**src/rtl/qam_symbol_gen_pkg.sv**
```systemverilog
// qam_symbol_gen shared types and helpers.
// Mode encoding, Gray decode and per-axis level mapping.
package qam_pkg;

    typedef enum logic [1:0] {
        QAM4  = 2'd0,
        QAM16 = 2'd1,
        QAM64 = 2'd2
    } qam_mode_e;

    localparam int MAX_M = 3;

    // Reserved mode 3 falls back to QAM-4.
    function automatic logic [2:0] bits_per_axis(
        input logic [1:0] mode
    );
        logic [2:0] m;
        case (mode)
            QAM16:   m = 3'd2;
            QAM64:   m = 3'd3;
            default: m = 3'd1;
        endcase
        return m;
    endfunction

    function automatic logic [2:0] gray2bin(
        input logic [2:0] g
    );
        logic [2:0] b;
        b[2] = g[2];
        b[1] = b[2] ^ g[1];
        b[0] = b[1] ^ g[0];
        return b;
    endfunction

    // level = 2*b - (2^m - 1); always odd and within +/-7.
    function automatic logic signed [7:0] level_map(
        input logic [2:0] code,
        input logic [2:0] m
    );
        logic [7:0] twice_b;
        logic [7:0] offset;
        twice_b = {4'd0, gray2bin(code), 1'b0};
        offset  = (8'd1 << m) - 8'd1;
        return signed'(twice_b - offset);
    endfunction

endpackage

```
**src/rtl/qam_symbol_gen_if.sv**
```systemverilog
// Control and symbol bus of the QAM symbol generator.
// master drives the strobes/config, slave is the generator.
interface qam_symbol_gen_if #(
    parameter int LFSR_N = 3,
    parameter int OUT_W  = 4
);
    logic                     en;
    logic [1:0]               mode;
    logic                     seed_ld;
    logic [LFSR_N-1:0]        seed_in;
    logic                     prbs_bit;
    logic [LFSR_N-1:0]        lfsr_state;
    logic                     sym_valid;
    logic signed [OUT_W-1:0]  sym_i;
    logic signed [OUT_W-1:0]  sym_q;

    modport master (
        output en, mode, seed_ld, seed_in,
        input  prbs_bit, lfsr_state,
        input  sym_valid, sym_i, sym_q
    );

    modport slave (
        input  en, mode, seed_ld, seed_in,
        output prbs_bit, lfsr_state,
        output sym_valid, sym_i, sym_q
    );
endinterface

```
**src/rtl/qam_symbol_gen_lfsr.sv**
```systemverilog
// Shift-left Fibonacci PRBS register with load.
// A zero load is coerced to 1 and an all-zero state self-recovers.
module prbs_lfsr #(
    parameter int                LFSR_N = 3,
    parameter logic [LFSR_N-1:0] TAPS   = 3'b110,
    parameter logic [LFSR_N-1:0] SEED   = '1
) (
    input  logic              clk,
    input  logic              rst,
    input  logic              en,
    input  logic              ld,
    input  logic [LFSR_N-1:0] ld_val,
    output logic [LFSR_N-1:0] state
);
    localparam logic [LFSR_N-1:0] ONE = LFSR_N'(1);

    logic fb;

    assign fb = ^(state & TAPS);

    always_ff @(posedge clk) begin
        if (rst) begin
            state <= SEED;
        end else if (ld) begin
            state <= (ld_val == '0) ? ONE : ld_val;
        end else if (state == '0) begin
            state <= ONE;
        end else if (en) begin
            state <= {state[LFSR_N-2:0], fb};
        end
    end
endmodule

```
**src/rtl/qam_symbol_gen.sv**
```systemverilog
// PRBS-driven QAM-4/16/64 symbol generator.
// Collects 2m PRBS bits per symbol and Gray-maps each axis.
module qam_symbol_gen
    import qam_pkg::*;
#(
    parameter int                LFSR_N = 3,
    parameter logic [LFSR_N-1:0] TAPS   = 3'b110,
    parameter logic [LFSR_N-1:0] SEED   = '1,
    parameter int                OUT_W  = 4
) (
    input  logic            clk,
    input  logic            rst,
    qam_symbol_gen_if.slave bus
);
    logic [LFSR_N-1:0]       lfsr_q;
    logic [2:0]              cnt;
    logic [5:0]              col;
    logic [1:0]              mode_q;
    logic signed [OUT_W-1:0] sym_i_q;
    logic signed [OUT_W-1:0] sym_q_q;
    logic                    vld_q;

    logic [1:0] mode_use;
    logic [2:0] m;
    logic [3:0] sym_len;
    logic       last;
    logic [5:0] col_nx;
    logic [5:0] mask;
    logic [2:0] i_code;
    logic [2:0] q_code;

    prbs_lfsr #(
        .LFSR_N (LFSR_N),
        .TAPS   (TAPS),
        .SEED   (SEED)
    ) u_lfsr (
        .clk    (clk),
        .rst    (rst),
        .en     (bus.en),
        .ld     (bus.seed_ld),
        .ld_val (bus.seed_in),
        .state  (lfsr_q)
    );

    assign bus.lfsr_state = lfsr_q;
    assign bus.prbs_bit   = lfsr_q[LFSR_N-1];
    assign bus.sym_valid  = vld_q;
    assign bus.sym_i      = sym_i_q;
    assign bus.sym_q      = sym_q_q;

    // The mode in use is the live input only at a symbol boundary.
    always_comb begin
        mode_use = (cnt == 3'd0) ? bus.mode : mode_q;
        m        = bits_per_axis(mode_use);
        sym_len  = {m, 1'b0};
        last     = ({1'b0, cnt} == sym_len - 4'd1);
        col_nx   = {col[4:0], lfsr_q[LFSR_N-1]};
        mask     = (6'd1 << m) - 6'd1;
        i_code   = 3'((col_nx >> m) & mask);
        q_code   = 3'(col_nx & mask);
    end

    always_ff @(posedge clk) begin
        if (rst) begin
            cnt     <= '0;
            col     <= '0;
            mode_q  <= QAM4;
            sym_i_q <= '0;
            sym_q_q <= '0;
            vld_q   <= 1'b0;
        end else if (bus.seed_ld) begin
            cnt   <= '0;
            col   <= '0;
            vld_q <= 1'b0;
        end else begin
            vld_q <= 1'b0;
            if (bus.en) begin
                if (cnt == 3'd0) begin
                    mode_q <= bus.mode;
                end
                if (last) begin
                    cnt     <= '0;
                    col     <= '0;
                    sym_i_q <= OUT_W'(level_map(i_code, m));
                    sym_q_q <= OUT_W'(level_map(q_code, m));
                    vld_q   <= 1'b1;
                end else begin
                    cnt <= cnt + 3'd1;
                    col <= col_nx;
                end
            end
        end
    end
endmodule

```
**src/flat_wrapper.sv**
```systemverilog
// flat-port wrapper written by rule: the top's interface ports become plain ports
module qam_symbol_gen_flat import qam_pkg::*;
#(
    parameter int                LFSR_N = 3,
    parameter logic [LFSR_N-1:0] TAPS   = 3'b110,
    parameter logic [LFSR_N-1:0] SEED   = '1,
    parameter int                OUT_W  = 4
)
  (clk, rst, bus_en, bus_mode, bus_seed_ld, bus_seed_in, bus_prbs_bit, bus_lfsr_state, bus_sym_valid, bus_sym_i, bus_sym_q);
  qam_symbol_gen_if #(.LFSR_N(LFSR_N), .OUT_W(OUT_W)) bus_i ();
  input  logic clk;
  input  logic rst;
  input wire logic [$bits(bus_i.en)-1:0] bus_en;
  input wire logic [$bits(bus_i.mode)-1:0] bus_mode;
  input wire logic [$bits(bus_i.seed_ld)-1:0] bus_seed_ld;
  input wire logic [$bits(bus_i.seed_in)-1:0] bus_seed_in;
  output wire logic [$bits(bus_i.prbs_bit)-1:0] bus_prbs_bit;
  output wire logic [$bits(bus_i.lfsr_state)-1:0] bus_lfsr_state;
  output wire logic [$bits(bus_i.sym_valid)-1:0] bus_sym_valid;
  output wire logic [$bits(bus_i.sym_i)-1:0] bus_sym_i;
  output wire logic [$bits(bus_i.sym_q)-1:0] bus_sym_q;
  assign bus_i.en = bus_en;
  assign bus_i.mode = bus_mode;
  assign bus_i.seed_ld = bus_seed_ld;
  assign bus_i.seed_in = bus_seed_in;
  assign bus_prbs_bit = bus_i.prbs_bit;
  assign bus_lfsr_state = bus_i.lfsr_state;
  assign bus_sym_valid = bus_i.sym_valid;
  assign bus_sym_i = bus_i.sym_i;
  assign bus_sym_q = bus_i.sym_q;
  qam_symbol_gen #(.LFSR_N(LFSR_N), .TAPS(TAPS), .SEED(SEED), .OUT_W(OUT_W)) u_core (.clk(clk), .rst(rst), .bus(bus_i));
endmodule
```
**config.mk**
```make
export PLATFORM = sky130hd
export DESIGN_NAME = qam_symbol_gen_flat
export DESIGN_NICKNAME = d
export VERILOG_FILES = /design/src/rtl/qam_symbol_gen_pkg.sv /design/src/rtl/qam_symbol_gen_if.sv /design/src/rtl/qam_symbol_gen_lfsr.sv /design/src/rtl/qam_symbol_gen.sv /design/src/flat_wrapper.sv
export SDC_FILE = /design/constraint.sdc
export NUM_CORES = 1
export LEC_CHECK = 0
export CAP_MARGIN = 20
export CORE_MARGIN = 2
export CORE_UTILIZATION = 47
export CTS_CLUSTER_DIAMETER = 150
export DETAILED_ROUTE_END_ITERATION = 8
export GPL_TIMING_DRIVEN = 0
export PLACE_DENSITY = 0.75
export SLEW_MARGIN = 30
export SYNTH_ARGS = -nofsm -noshare
export SYNTH_HDL_FRONTEND = slang
export SYNTH_SLANG_ARGS = --single-unit
```
**constraint.sdc**
```tcl
create_clock -name clk -period 3.24 [get_ports clk]
set_input_delay 0.648 -clock clk [delete_from_list [all_inputs] [get_ports clk]]
set_output_delay 0.648 -clock clk [all_outputs]
set_load 0.05 [all_outputs]
```
==> results.txt, run 1 <==
----------------------------------------------------
[Run]
  Max cap viols ... 0

[Worst setup path]
  Kind of start point of the critical path ... register
  Required time at the worst-slack endpoint ... 3.49 ns
  Crit Path Class ... register to register
  Worst Reg2Reg Path Length in Cells ... 16
  Kind of end point of the critical path ... register
  Crit path DAT ... 3.57 ns
  Maximum fanout count along the critical path ... 6

[Placement]
  Last weighted congestion value of the routability-driven placer ... 0.903
  Placed cells ... 200
  Buffers on Ports ... 20
  Worst slack, placed ... -0.525 ns
  DP HPWL ... 2110 um
  Standard cell area after detailed placement ... 0.00158 sq mm

[Die]
  Total number of placement rows ... 19
  Core footprint ... 0.00271 sq mm
  I/O pins ... 22
  Die outline area ... 0.00326 sq mm
  Floorplan die height ... 57.1 um
  Die extent in x ... 57.1 um
  Starting density of the core ... 48.9%

[Clocking]
  Clock buffer count from CTS ... 3
  Maximum buffer depth of the clock tree ... 2
  Clock latency reported for the late side of the worst-skew pair ... 0.32 ns
  H-Tree Depth ... 1
  Clk slew on worst S/H paths ... 0.12 ns
  Sinks on Clock Net ... 21
  TritonCTS clock tree ... built
  Clk Tree Root Cell ... clkbuf_4

[Hold path]
  Classification of the worst-slack hold path ... register to register
  Number of cells on the worst hold path ... 2

[Logic synthesis]
  Synthesized Nets ... 167
  Proportion of netlist area held by the largest area contributor ... 31.7%
  Sequential area share after synthesis ... 31.7%
  Number of synthesis warnings ... 0
  Most used flip-flop cell after synthesis ... dfxtp_1
  Per-instance average area after synthesis ... 8.89 sq um
  Number of unique standard cell types used by synthesis ... 41
  Post-Synthesis Cell Area ... around 0.0013 sq mm
  Area leader, netlist ... dfxtp_1
  Seq cells post-synth ... 21
  Leading cell types by count after synthesis ... dfxtp_1, nor2_1, mux2i_1, nand2_1
  Cell count after synthesis ... 149
  Number of enable-type register cells in the synthesized netlist ... 0
  Most frequent cell after synthesis ... dfxtp_1
  Share of flip-flops with an asynchronous set or reset ... 0%
  Top cells by area, synth ... dfxtp_1, ha_1, mux2i_1

[Layout]
  Area of all sequential standard cells ... 428 sq um
  Post-route cell area ... 0.00182 sq mm
  Total number of nets in the final design ... a little over 200
  Fillers ... 221
  Fraction of layout instances using a drive strength above 1 ... between 20% and 30%
  Final std cells w/o fill ... ~220
  Area delta synth->final ... 37.0%
  Final antenna diode count ... 0
  Final core utilization ... 67.0%
  Footprint of the multi-input gates ... 902 sq um

[STA]
  Worst hold margin ... 0.516 ns
  Min Tclk post-route ... ~3.3 ns
  Achievable clock frequency ... 301 MHz
  Slew headroom ... 63.2%
  Hold violation total from the final report ... 0
  Clock skew after layout ... approximately 0.0064 ns
  Worst-margin pin slew ... 0.553 ns
  Final worst-path setup slack ... -0.0797 ns
  Setup violators final ... 1
  Setup TNS Final ... -0.0797 ns
  Unrepaired setup endpoints after global routing ... true
  Final-report max-slew violation count ... 0
  Part of the cycle the worst path needs ... 102%

[Detailed routing]
  TritonRoute pass-1 iters ... 4
  Post-detailed-routing wire length ... a little over 3000 um
  Post-DR wirelength/cell ... 14.3 um
  Post-route antenna net violation count ... 0
  Top sig layer ... met4
  Drt first-iter violations ... 38
  Sum of met2 wire segment lengths after detailed routing ... 1620 um
  Metal3 WL ... ~140 um
  Final routed DRC violation total ... 0
  Number of vias in the routed layout ... 1240
  Routed via count divided by cell count ... 5.69
  Routed length on met1 ... 1310 um

[Pwr]
  Max rail drop VDD ... around 0.00025 V
  Static leakage ... 0.724 nW
  Power density normalized to cell area ... between 300 and 400 mW/mm^2
  Overall power of the completed layout ... 642 uW

[Outcome]
  Violations in the final reports ... setup timing
  Result of the run ... finished with violations

[Global routing]
  Maximum number of pins on one net before global-route repair ... 12
  Wire length of the first global-routing pass ... 4970 um
  Overall track demand over capacity in global routing ... between 10% and 20%
  Number of global-route vias before repair ... 1175
  Global-route congestion overflow total ... 0
  Antenna violations before repair ... 0

----------------------------------------------------
## final cells by class
cell class / instances / area share, %
clock buffers: 4 / 1.45
multi-input cells: 111 / 49.7
inverters: 8 / 1.79
plain buffers: 9 / 4.07
repair buffers: 34 / 17.3
flip-flops and latches: 21 / 23.6
well taps: 31 / 2.14
## state kept, by name (all words and copies together) (netlist names)
| signal | flops |
|---|---|
| u_core.col | 5 |
| u_core.bus.sym_q | 4 |
| u_core.bus.sym_i | 3 |
| u_core.cnt | 3 |
| u_core.u_lfsr.state | 3 |
| u_core.mode_q | 2 |
| u_core.bus.sym_valid | 1 |
## power by group
part           switching (mW)  leakage, nW  internal, mW
registers             0.00830        0.172         0.265
logic                   0.116        0.536         0.118
clock network          0.0859       0.0150        0.0483
## cells by family after synthesis
group           after synthesis  share of synthesized area, %
compound gates               29                          16.3
mux                          13                          11.0
flops                        21                          31.7
xor+xnor                     11                          8.31
fa+ha+maj                     9                          8.50
simple gates                 49                          17.9
buf+inv                      17                          6.23
## worst max-delay path, cell delays in order, from the launching register on
cell and delay, ns:
dfxtp_4 0.37, inv_4 0.06, ha_4 0.11, nor2b_4 0.21, mux2i_4 0.28, ha_2 0.21
buf_6 0.12, buf_8 0.12, mux2i_4 0.25, a21oi_2 0.07, a22o_1 0.22, xor2_1 0.16
ha_1 0.30, a31o_2 0.17, a21oi_2 0.05, or3_1 0.36, o221ai_2 0.18
## per-layer routing
metal  track usage [%]  up-vias
met5                 0        -
met3              3.85        6
met4              7.64        0
met1              21.2      596
met2              34.5       34
li1                  -      604
## repair_timing
action / in CTS / in global routing
setup buffers: 6 / 9
pin swaps: 3 / 11
endpoints found under the setup margin: 2 / 3
hold buffers: 0 / 0
gates resized for setup: 15 / 11
## path summary, 6_finish.rpt
| kind | start | to | slack, ns |
|---|---|---|---|
| worst max-delay path | u_core.cnt[1] | u_core.bus.sym_i[3] | -0.08 |
| worst min-delay path | u_core.bus.sym_i[2] | u_core.bus.sym_i[2] | 0.52 |
| worst min register to register | u_core.bus.sym_i[2] | u_core.bus.sym_i[2] | 0.52 |
| worst max register to register | u_core.cnt[1] | u_core.bus.sym_i[3] | -0.08 |
## placed cells by master (no fill, tap or decap), types with 3 or more instances in the layout
master,synthesis,final
xnor2_1,4,4
a211oi_1,9,9
mux2i_4,0,3
xor2_1,6,6
mux2i_1,10,7
dfxtp_1,21,19
nand2_1,10,10
buf_4,2,14
inv_1,8,5
ha_1,9,6
nor2_1,20,20
clkdlybuf4s50_1,0,20
clkbuf_4,0,3
nor3_1,4,4
Power figures use the tool's default switching activity.
==> run 2: changes to the inputs <==
--- a/config.mk
+++ b/config.mk
@@ -7,12 +7,14 @@
 export LEC_CHECK = 0
 export CAP_MARGIN = 20
 export CORE_MARGIN = 2
-export CORE_UTILIZATION = 47
+export CORE_UTILIZATION = 48
 export CTS_CLUSTER_DIAMETER = 150
 export DETAILED_ROUTE_END_ITERATION = 8
 export GPL_TIMING_DRIVEN = 0
 export PLACE_DENSITY = 0.75
+export SKIP_CTS_REPAIR_TIMING = 1
 export SLEW_MARGIN = 30
 export SYNTH_ARGS = -nofsm -noshare
 export SYNTH_HDL_FRONTEND = slang
+export SYNTH_HIERARCHICAL = 1
 export SYNTH_SLANG_ARGS = --single-unit
==> run 2 against run 1 <==
The flow now finishes without violations; highest routed layer unchanged; critical path depth down 1; sequential power about the same; non-clock buffer count down 2; global-route usage up 0.85 points; routed wire length up 13%; clock power down 3%; maximum frequency up 3.5%; largest power group unchanged; synthesized area up 11%.
==> results.txt, run 2 <==
----------------------------------------------------
[Logic synthesis]
  Number of synthesis warnings ... 6 (+6)
  Most frequent cell after synthesis ... dfxtp_1
  Cell count after synthesis ... 173 (+16%)
  Most used flip-flop cell after synthesis ... dfxtp_1
  Synthesized Nets ... 190 (+14%)
  Number of enable-type register cells in the synthesized netlist ... 0 (unchanged)
  Leading cell types by count after synthesis ... dfxtp_1, nor2_1, nand2_1, a31oi_1, inv_1
  Per-instance average area after synthesis ... 8.47 sq um (-4.8%)
  Post-Synthesis Cell Area ... 0.00147 sq mm (+11%)
  Top cells by area, synth ... dfxtp_1, ha_1, mux2i_1
  Share of flip-flops with an asynchronous set or reset ... 0% (unchanged)
  Proportion of netlist area held by the largest area contributor ... 28.7% (-3.0 points)
  Area leader, netlist ... dfxtp_1
  Number of unique standard cell types used by synthesis ... 48 (+17%)
  Seq cells post-synth ... 21 (unchanged)
  Sequential area share after synthesis ... 28.7% (-3.0 points)

[Die]
  Die outline area ... 0.00351 sq mm (+7.7%)
  Total number of placement rows ... 20 (+1)
  Starting density of the core ... 49.2% (+0.31 points)
  Core footprint ... 0.00298 sq mm (+9.9%)
  Floorplan die height ... 59.3 um (+3.8%)
  I/O pins ... 22 (unchanged)
  Die extent in x ... 59.3 um (+3.8%)

[Hold path]
  Number of cells on the worst hold path ... 2 (unchanged)
  Classification of the worst-slack hold path ... register to register

[Clocking]
  H-Tree Depth ... 1 (unchanged)
  Clk slew on worst S/H paths ... 0.12 ns (about the same)
  TritonCTS clock tree ... built
  Clock buffer count from CTS ... 3 (unchanged)
  Sinks on Clock Net ... 21 (unchanged)
  Clock latency reported for the late side of the worst-skew pair ... 0.32 ns (about the same)
  Clk Tree Root Cell ... clkbuf_4
  Maximum buffer depth of the clock tree ... 2 (unchanged)

[Detailed routing]
  Post-detailed-routing wire length ... 3520 um (+13%)
  Drt first-iter violations ... 65 (+71%)
  Post-route antenna net violation count ... 0 (unchanged)
  Number of vias in the routed layout ... 1402 (+13%)
  Post-DR wirelength/cell ... 14.8 um (+3.5%)
  Routed via count divided by cell count ... 5.89 (+3.6%)
  TritonRoute pass-1 iters ... 4 (unchanged)
  Final routed DRC violation total ... 0 (unchanged)

[Global routing]
  Global-route congestion overflow total ... 0 (unchanged)
  Overall track demand over capacity in global routing ... 19.7% (+0.85 points)
  Met3 usage ... 6.11% (+2.3 points)
  Wire length of the first global-routing pass ... 5340 um (+7.5%)
  Met1 GRT Util ... 22.0% (+0.78 points)
  Antenna violations before repair ... 0 (unchanged)
  Most congested layer reported by global routing ... met2
  Number of global-route vias before repair ... 1298 (+10%)
  Maximum number of pins on one net before global-route repair ... 13 (+1)
  Routing usage on met2 ... 35.5% (+1.0 points)

[Pwr]
  Overall power of the completed layout ... 667 uW (+3.9%)
  Max rail drop VDD ... 0.000299 V (+20%)
  Power density normalized to cell area ... 346 mW/mm^2 (-2.2%)
  Static leakage ... 0.774 nW (+7.0%)

[STA]
  Achievable clock frequency ... 312 MHz (+3.5%)
  Part of the cycle the worst path needs ... 98.9% (-3.5 points)
  Clock skew after layout ... 0.00935 ns (+0.00298 ns)
  Min Tclk post-route ... 3.21 ns (-0.114 ns)
  Hold violation total from the final report ... 0 (unchanged)
  Worst hold margin ... 0.504 ns (-0.0121 ns)
  Final worst-path setup slack ... 0.0340 ns (+0.114 ns)
  Worst-margin pin slew ... 0.505 ns (-0.0474 ns)
  Unrepaired setup endpoints after global routing ... true
  Slew headroom ... 66.2% (+3.1 points)
  Setup violators final ... 0 (-1)
  Final-report max-slew violation count ... 0 (unchanged)

[Worst setup path]
  Top cell by count, worst path ... a211oi_2
  Kind of start point of the critical path ... register
  Critical path, cell by cell ... inv_1 -> ha_2 -> nor2b_4 -> mux2i_2 -> buf_4 -> ha_4 -> buf_8 -> a211o_1 -> a31oi_1 -> a211oi_2 -> ha_1 -> a21o_1 -> nor3b_2 -> a211oi_2 -> o32ai_2
  Crit Path Class ... register to register
  Required time at the worst-slack endpoint ... 3.48 ns (about the same)
  Maximum fanout count along the critical path ... 10 (+4)
  Worst Reg2Reg Path Length in Cells ... 15 (-1)
  Crit path DAT ... 3.44 ns (-0.13 ns)
  Kind of end point of the critical path ... register
  Critical Path Slowest Stage Cell ... dfxtp_2
  Worst reg2reg setup slack ... 0.03 ns (+0.11 ns)
  Worst path max stage delay ... 0.35 ns (-0.02 ns)

[Layout]
  Final antenna diode count ... 0 (unchanged)
  Fraction of layout instances using a drive strength above 1 ... 25.9% (+1.8 points)
  Fillers ... 258 (+17%)
  Area delta synth->final ... 31.7%
  Number of flip-flops under the largest register name ... 5 (unchanged)
  Register name with the most flops ... u_core/col
  Total number of nets in the final design ... 223 (+8.3%)
  Most common library cell in the layout ignoring fill and taps ... clkdlybuf4s50_1
  Final core utilization ... 64.8% (-2.2 points)
  Commonest cells after routing, fill and taps aside ... clkdlybuf4s50_1, dfxtp_1, buf_4
  Final std cells w/o fill ... 238 (+9.2%)

[Placement]
  Worst slack, placed ... -0.536 ns (-0.0106 ns)
  Placed cells ... 227 (+14%)
  Last weighted congestion value of the routability-driven placer ... 0.849 (-6.0%)
  Buffers on Ports ... 21 (+5.0%)
  DP HPWL ... 2450 um (+16%)

[Run]
  Max cap viols ... 0 (unchanged)

[Outcome]
  Result of the run ... completed

----------------------------------------------------
-- run 2: worst paths after layout --
check                                         start                   to
worst max-delay path                  u_core/cnt[1]  u_core/bus.sym_i[3]
worst min-delay path            u_core/bus.sym_q[1]  u_core/bus.sym_q[1]
worst max register to register        u_core/cnt[1]  u_core/bus.sym_i[3]
worst min register to register  u_core/bus.sym_q[1]  u_core/bus.sym_q[1]
-- run 2: critical path: cells and delay by family (launching register included) --
family | cells | cell delay (ns)
AOI/OAI and AO/OA | 6 | 1.02
adders and majority gates | 3 | 0.58
and+or+nand+nor | 2 | 0.47
buffers and inverters | 3 | 0.39
DFF | 1 | 0.35
muxes | 1 | 0.31
-- run 2: layout make-up --
type                    count  area, sq um  share of cell area [%]
plain buffers              12         96.3                    4.99
clock buffers               3         22.5                    1.17
clock inverters             1         5.00                   0.259
inverters                   9         33.8                    1.75
multi-input cells         130         1030                    53.6
flip-flops and latches     21          425                    22.0
well taps                  33         41.3                    2.14
repair buffers             29          270                    14.0
-- run 2: report_power, final --
group	total, mW	internal (mW)	switching (mW)
clock	0.130	0.0464	0.0839
combinational	0.262	0.121	0.142
sequential	0.274	0.266	0.00834
-- run 2: kinds of logic after synthesis --
kind of cell	Yosys count	share of synthesized area, %
compound gates	44	20.8
mux	8	5.64
xor+xnor	9	5.38
flops	21	28.7
fa+ha+maj	8	6.83
simple gates	61	24.0
buf+inv	22	8.63
-- run 2: through the flow --
step / cell area (sq um) / setup TNS (ns)
6_report: 1930 / 0
5_1_grt: 1930 / -0.109
4_1_cts: 1740 / -0.698
3_5_place_dp: 1720 / -1.22
3_3_place_gp: 1720 / -0.746
2_1_floorplan: 1470 / 0
-- run 2: metal layers --
metal  wire, um  share of wire (%)  vias up
met5          0                  0        -
met4         81                2.3        0
met3        127                3.6        8
met2       1860                 53       37
met1       1460                 41      666
li1           -                  -      691
==> run 3: changes to the inputs <==
--- a/config.mk
+++ b/config.mk
@@ -13,8 +13,8 @@
 export GPL_TIMING_DRIVEN = 0
 export PLACE_DENSITY = 0.75
 export SKIP_CTS_REPAIR_TIMING = 1
-export SLEW_MARGIN = 30
 export SYNTH_ARGS = -nofsm -noshare
 export SYNTH_HDL_FRONTEND = slang
 export SYNTH_HIERARCHICAL = 1
 export SYNTH_SLANG_ARGS = --single-unit
+export TNS_END_PERCENT = 30
==> results of run 3 <==
The final DEF is identical to that of run 2; final timing and power are the same.
